## config.mk

```make
export PLATFORM = sky130hd
export DESIGN_NAME = sub3_stream_ctrl_flat
export DESIGN_NICKNAME = d
export VERILOG_FILES = /design/src/rtl/sub3_stream_if.sv /design/src/rtl/sub3_stream_ctrl.sv /design/src/flat_wrapper.sv
export SDC_FILE = /design/constraint.sdc
export NUM_CORES = 1
export LEC_CHECK = 0
export BUFFER_PORTS_ARGS = -buffer_cell sky130_fd_sc_hd__buf_2
export CAP_MARGIN = 5
export CORE_MARGIN = 3
export CORE_UTILIZATION = 50
export CTS_CLUSTER_DIAMETER = 150
export DETAILED_ROUTE_END_ITERATION = 12
export GPL_TIMING_DRIVEN = 0
export PLACE_DENSITY = 0.7
export SYNTH_ARGS = -nofsm -noshare
export SYNTH_HDL_FRONTEND = slang
export SYNTH_SLANG_ARGS = --single-unit
```

## constraint.sdc

```tcl
create_clock -name clk -period 6.1 [get_ports clk]
set_clock_uncertainty 0.05 [all_clocks]
set_input_delay 1.22 -clock clk [delete_from_list [all_inputs] [get_ports clk]]
set_output_delay 1.22 -clock clk [all_outputs]
set_load 0.03 [all_outputs]
```

## src/rtl/sub3_stream_if.sv

```systemverilog
// sub3_stream_if: operand/result handshake and subtractor bundle for sub3_stream_ctrl
interface sub3_stream_if #(parameter int D = 2, parameter int DEPTH = 8);
  localparam int CW = $clog2(DEPTH + 1);
  logic in_valid;
  logic in_ready;
  logic [3*D-1:0] in_a;
  logic [3*D-1:0] in_b;
  logic [3*D-1:0] sub_a;
  logic [3*D-1:0] sub_b;
  logic [4*D-1:0] sub_c;
  logic out_valid;
  logic out_ready;
  logic [4*D-1:0] out_c;
  logic [CW-1:0] pending;
  modport slave(
    input in_valid, in_a, in_b, sub_c, out_ready,
    output in_ready, sub_a, sub_b, out_valid, out_c, pending
  );
  modport master(
    output in_valid, in_a, in_b, sub_c, out_ready,
    input in_ready, sub_a, sub_b, out_valid, out_c, pending
  );
endinterface

```

## src/rtl/sub3_stream_ctrl.sv

```systemverilog
// sub3_stream_ctrl: credit-based feeder for the masked 3-bit subtractor with a result FIFO
module sub3_stream_ctrl #(
  parameter int D = 2,
  parameter int LAT = 6,
  parameter int DEPTH = 8
) (
  input logic clk,
  input logic rst,
  sub3_stream_if.slave s
);
  localparam int CW = $clog2(DEPTH + 1);
  localparam int AW = DEPTH > 1 ? $clog2(DEPTH) : 1;
  logic [CW-1:0] r_cnt;
  logic [LAT-1:0] r_vp;
  logic [AW:0] r_wr_ptr;
  logic [AW:0] r_rd_ptr;
  logic [3*D-1:0] r_a;
  logic [3*D-1:0] r_b;
  logic [4*D-1:0] r_mem [DEPTH];
  logic w_issue;
  logic w_pop;
  logic w_capture;
  logic [AW-1:0] w_wr_idx;
  logic [AW-1:0] w_rd_idx;
  assign s.in_ready = r_cnt < CW'(DEPTH);
  assign s.out_valid = r_wr_ptr != r_rd_ptr;
  assign w_issue = s.in_valid && s.in_ready;
  assign w_pop = s.out_valid && s.out_ready;
  assign w_capture = r_vp[LAT-1];
  assign w_wr_idx = DEPTH == 1 ? '0 : r_wr_ptr[AW-1:0];
  assign w_rd_idx = DEPTH == 1 ? '0 : r_rd_ptr[AW-1:0];
  assign s.sub_a = r_a;
  assign s.sub_b = r_b;
  assign s.out_c = r_mem[w_rd_idx];
  assign s.pending = r_cnt;
  // credits cover in-flight plus stored results, so a capture always finds room
  always_ff @(posedge clk or posedge rst) begin
    if (rst) begin
      r_a <= '0;
      r_b <= '0;
      r_vp <= '0;
      r_cnt <= '0;
      r_wr_ptr <= '0;
      r_rd_ptr <= '0;
      for (int i = 0; i < DEPTH; i++) r_mem[i] <= '0;
    end else begin
      if (w_issue) begin
        r_a <= s.in_a;
        r_b <= s.in_b;
      end
      r_vp <= LAT'({r_vp, w_issue});
      r_cnt <= r_cnt + CW'(w_issue) - CW'(w_pop);
      if (w_capture) begin
        r_mem[w_wr_idx] <= s.sub_c;
        r_wr_ptr <= r_wr_ptr + 1'b1;
      end
      if (w_pop) r_rd_ptr <= r_rd_ptr + 1'b1;
    end
  end
endmodule

```

## src/flat_wrapper.sv

```systemverilog
// flat-port wrapper written by rule: the top's interface ports become plain ports
module sub3_stream_ctrl_flat 
#(
  parameter int D = 2,
  parameter int LAT = 6,
  parameter int DEPTH = 8
)
  (clk, rst, s_in_valid, s_in_a, s_in_b, s_sub_c, s_out_ready, s_in_ready, s_sub_a, s_sub_b, s_out_valid, s_out_c, s_pending);
  sub3_stream_if #(.D(D), .DEPTH(DEPTH)) s_i ();
  input logic clk;
  input logic rst;
  input wire logic [$bits(s_i.in_valid)-1:0] s_in_valid;
  input wire logic [$bits(s_i.in_a)-1:0] s_in_a;
  input wire logic [$bits(s_i.in_b)-1:0] s_in_b;
  input wire logic [$bits(s_i.sub_c)-1:0] s_sub_c;
  input wire logic [$bits(s_i.out_ready)-1:0] s_out_ready;
  output wire logic [$bits(s_i.in_ready)-1:0] s_in_ready;
  output wire logic [$bits(s_i.sub_a)-1:0] s_sub_a;
  output wire logic [$bits(s_i.sub_b)-1:0] s_sub_b;
  output wire logic [$bits(s_i.out_valid)-1:0] s_out_valid;
  output wire logic [$bits(s_i.out_c)-1:0] s_out_c;
  output wire logic [$bits(s_i.pending)-1:0] s_pending;
  assign s_i.in_valid = s_in_valid;
  assign s_i.in_a = s_in_a;
  assign s_i.in_b = s_in_b;
  assign s_i.sub_c = s_sub_c;
  assign s_i.out_ready = s_out_ready;
  assign s_in_ready = s_i.in_ready;
  assign s_sub_a = s_i.sub_a;
  assign s_sub_b = s_i.sub_b;
  assign s_out_valid = s_i.out_valid;
  assign s_out_c = s_i.out_c;
  assign s_pending = s_i.pending;
  sub3_stream_ctrl #(.D(D), .LAT(LAT), .DEPTH(DEPTH)) u_core (.clk(clk), .rst(rst), .s(s_i));
endmodule
```

==> results.toml <==
[die]
dieArea_sq_um = 9650
rows = 33
ios = 50
die_h_microns = 98.2
core_area_sq_um = 8220
initial_core_util = 0.517
die_x_microns = 98.2

[cts]
cts_sinks = 94
ctsResizeCount = 0
tritoncts = "done"
cts_root_buf = "clkbuf_8"
clock_latency_ps = 360
clkTransAtPathRegs_ps = 110
htreeDepth = 3
cts_buffer_depth = 2
post_cts_buffers = 0
numCtsBuffers = 9
hold_buffers = 0

[critical_path]
endpoint_kind = "primary output"
path_max_fanout = 10
crit_required_ps = 4830
worstPathArrival_ps = 2150
cp-start-kind = "flip-flop"
path_class = "reg2out"

[logic_synthesis]
syn_inst = 254
synth-seq-area-share = 0.553
synth_area_sq_um = 4250
yosysWarnings = 0
syn_nets = 285
synth-seq-cells = 94
avgSynthCellArea_sq_um = 16.7
yosys.cell_types.count = 26

[grt]
grt_pass1_wl_mm = 12.8
grt_util_all_layers = 0.171
grt_pass1_vias = 2417
antenna_found_initial = 0
grt_max_degree = 67
grt_overflow = 0

[finish]
syn2layout_area_growth_pct = 13.9
fillers = 666
nets = 346
final_layout_size_suffix_gt1_frac = 0.556
diodes = 0
multi_input_area_sq_um = 1770
design_area_sq_um = 4840
area.sequential_sq_um = 2350

[routing]
drt_wl_total_mm = 7.67
dr_total_vias = 2283
ant_nets = 0
wl_per_cell_microns = 18.0
drt_first_pass_iters = 4
drc = 0
via_per_inst = 5.37
first_iter_violations = 84

[timing]
hold_viol = 0
slew_viol_final = 0
setup_viol = 0
fin_setup_tns_ps = 0
min_period_over_period = 0.561
min_period_ps = 3420
slew_headroom = 0.447
rsz0062_at_grt = "false"
tightest_slew_ps = 824
fmax_ghz = 0.292

[pwr]
pwr-share-clk = 0.136
cellLeakagePower_uw = 0.00219
netSwitchingFraction = 0.376
peakVddDrop_mv = 0.303
internal_power_uw = 1810
p_sw_uw = 1090
seqPwrFrac = 0.372
p_comb_frac = 0.492
power_density_nw_per_um2 = 597

[placed_design]
gp_congestion = 0.701
io_buffers = 49
place_area_sq_um = 4660
dpl.hpwl_mm = 4.99

[run]
cap_viol_max_count = 0

[outcome]
status = "completed"

[hold_path]
hp-class = "reg2reg"
[stage by stage]
step	utilization	total power (uW)	hold WS (ps)	std cells	worst slack, ps
2_1_floorplan	-	2210	281	254	2380
3_5_place_dp	0.567	2530	285	409	3060
3_3_place_gp	0.563	2480	282	408	1330
6_report	0.590	2890	312	425	2680
5_1_grt	0.590	3080	317	425	2600
4_1_cts	0.590	2930	312	425	2660
[final timing paths]
| kind | start | end | slack (ps) | depth (start not counted) |
|---|---|---|---|---|
| worst max register to register | u_core.r_rd_ptr[1] | u_core.s.pending[2] | 3710 | 9 |
| worst max-delay path | u_core.r_rd_ptr[1] | s_out_c[5] | 2680 | 5 |
| max in group asynchronous | rst | u_core.r_mem[24] | 4560 | 3 |
| worst min register to register | u_core.r_vp[1] | u_core.r_vp[2] | 310 | 0 |
| worst min-delay path | u_core.r_vp[1] | u_core.r_vp[2] | 310 | 0 |
| min in group asynchronous | rst | u_core.s.sub_a[4] | 790 | 2 |
[power groups by stage]
stage                     clock network, uW  logic [uW]  registers, uW
after CTS                               407        1440           1080
after floorplan                           0        1040           1160
final                                   394        1420           1080
after detailed placement                  0        1440           1090
after global placement                    0        1410           1080
after global routing                    434        1530           1120
[layout make-up]
type / instances / share of cell area
inverters: 10 / 0.00826
repair buffers: 50 / 0.0563
clock buffers: 9 / 0.0256
clock inverters: 7 / 0.0129
multi-input cells: 140 / 0.366
plain buffers: 10 / 0.0183
well taps: 105 / 0.0271
flip-flops and latches: 94 / 0.486
[registers in the layout, summed over array words and instances (netlist names)]
signal            cells
u_core.r_mem         64
u_core.r_vp           6
u_core.s.sub_a        6
u_core.s.sub_b        6
u_core.r_rd_ptr       4
u_core.r_wr_ptr       4
u_core.s.pending      4
[critical path, stage by stage, from the launching register on]
cell     delay [ps]
dfrtp_1         350
buf_2           290
buf_2           360
mux4_2          360
mux2_4          270
buf_2           180
[layer usage]
layer	vias up	share of wire	global-route usage	wire length [microns]
met5	-	0	0	0
met4	0	0.019	0.0578	144
met3	12	0.026	0.0271	202
met2	40	0.48	0.273	3660
met1	1176	0.48	0.243	3660
li1	1055	-	-	-
[cell usage after synthesis]
| cell type | number | share of area |
|---|---|---|
| dfrtp_1 | 94 | 0.55 |
| mux2_2 | 78 | 0.21 |
| xnor2_1 | 11 | 0.023 |
| inv_1 | 10 | 0.0088 |
| mux2_4 | 8 | 0.028 |
| mux4_1 | 8 | 0.049 |
| mux4_2 | 8 | 0.042 |
| ha_1 | 6 | 0.018 |
| buf_2 | 4 | 0.0047 |
| buf_6 | 3 | 0.0079 |
| nand2_1 | 3 | 0.0026 |
| nand4b_1 | 3 | 0.0062 |
| buf_4 | 2 | 0.0035 |
| nand4_1 | 2 | 0.0029 |
| nor3b_4 | 2 | 0.0088 |
| xor2_1 | 2 | 0.0041 |
| a21o_1 | 1 | 0.0018 |
| a21oi_1 | 1 | 0.0012 |
| a41oi_2 | 1 | 0.0038 |
| buf_12 | 1 | 0.0047 |
| fa_1 | 1 | 0.0047 |
| nand2b_4 | 1 | 0.0032 |
| nand4_2 | 1 | 0.0029 |
| nor2b_1 | 1 | 0.0015 |
| nor3_2 | 1 | 0.0024 |
| nor3_4 | 1 | 0.0038 |
[cells by family (layout without fill, tap and decap cells)]
| kind of cell | after synthesis | after routing | share of synthesized area |
|---|---|---|---|
| compound gates | 3 | 3 | 0.00677 |
| xor+xnor | 13 | 13 | 0.0268 |
| fa+ha+maj | 7 | 7 | 0.0224 |
| buf+inv | 20 | 86 | 0.0297 |
| flops | 94 | 94 | 0.553 |
| mux | 102 | 102 | 0.327 |
| simple gates | 15 | 15 | 0.0344 |
[placed cells by master (no fill, tap or decap), drive strengths merged]
master / n
ha: 6
a21oi: 1
nor2b: 1
a21o: 1
inv: 15
clkbuf: 9
fa: 1
clkinv: 2
nand2b: 1
nor3: 2
buf: 60
nand4: 3
a41oi: 1
nor3b: 2
xnor2: 11
nand2: 3
nand4b: 3
mux4: 16
xor2: 2
dfrtp: 94
mux2: 86
(Power assumes the default switching activity.)
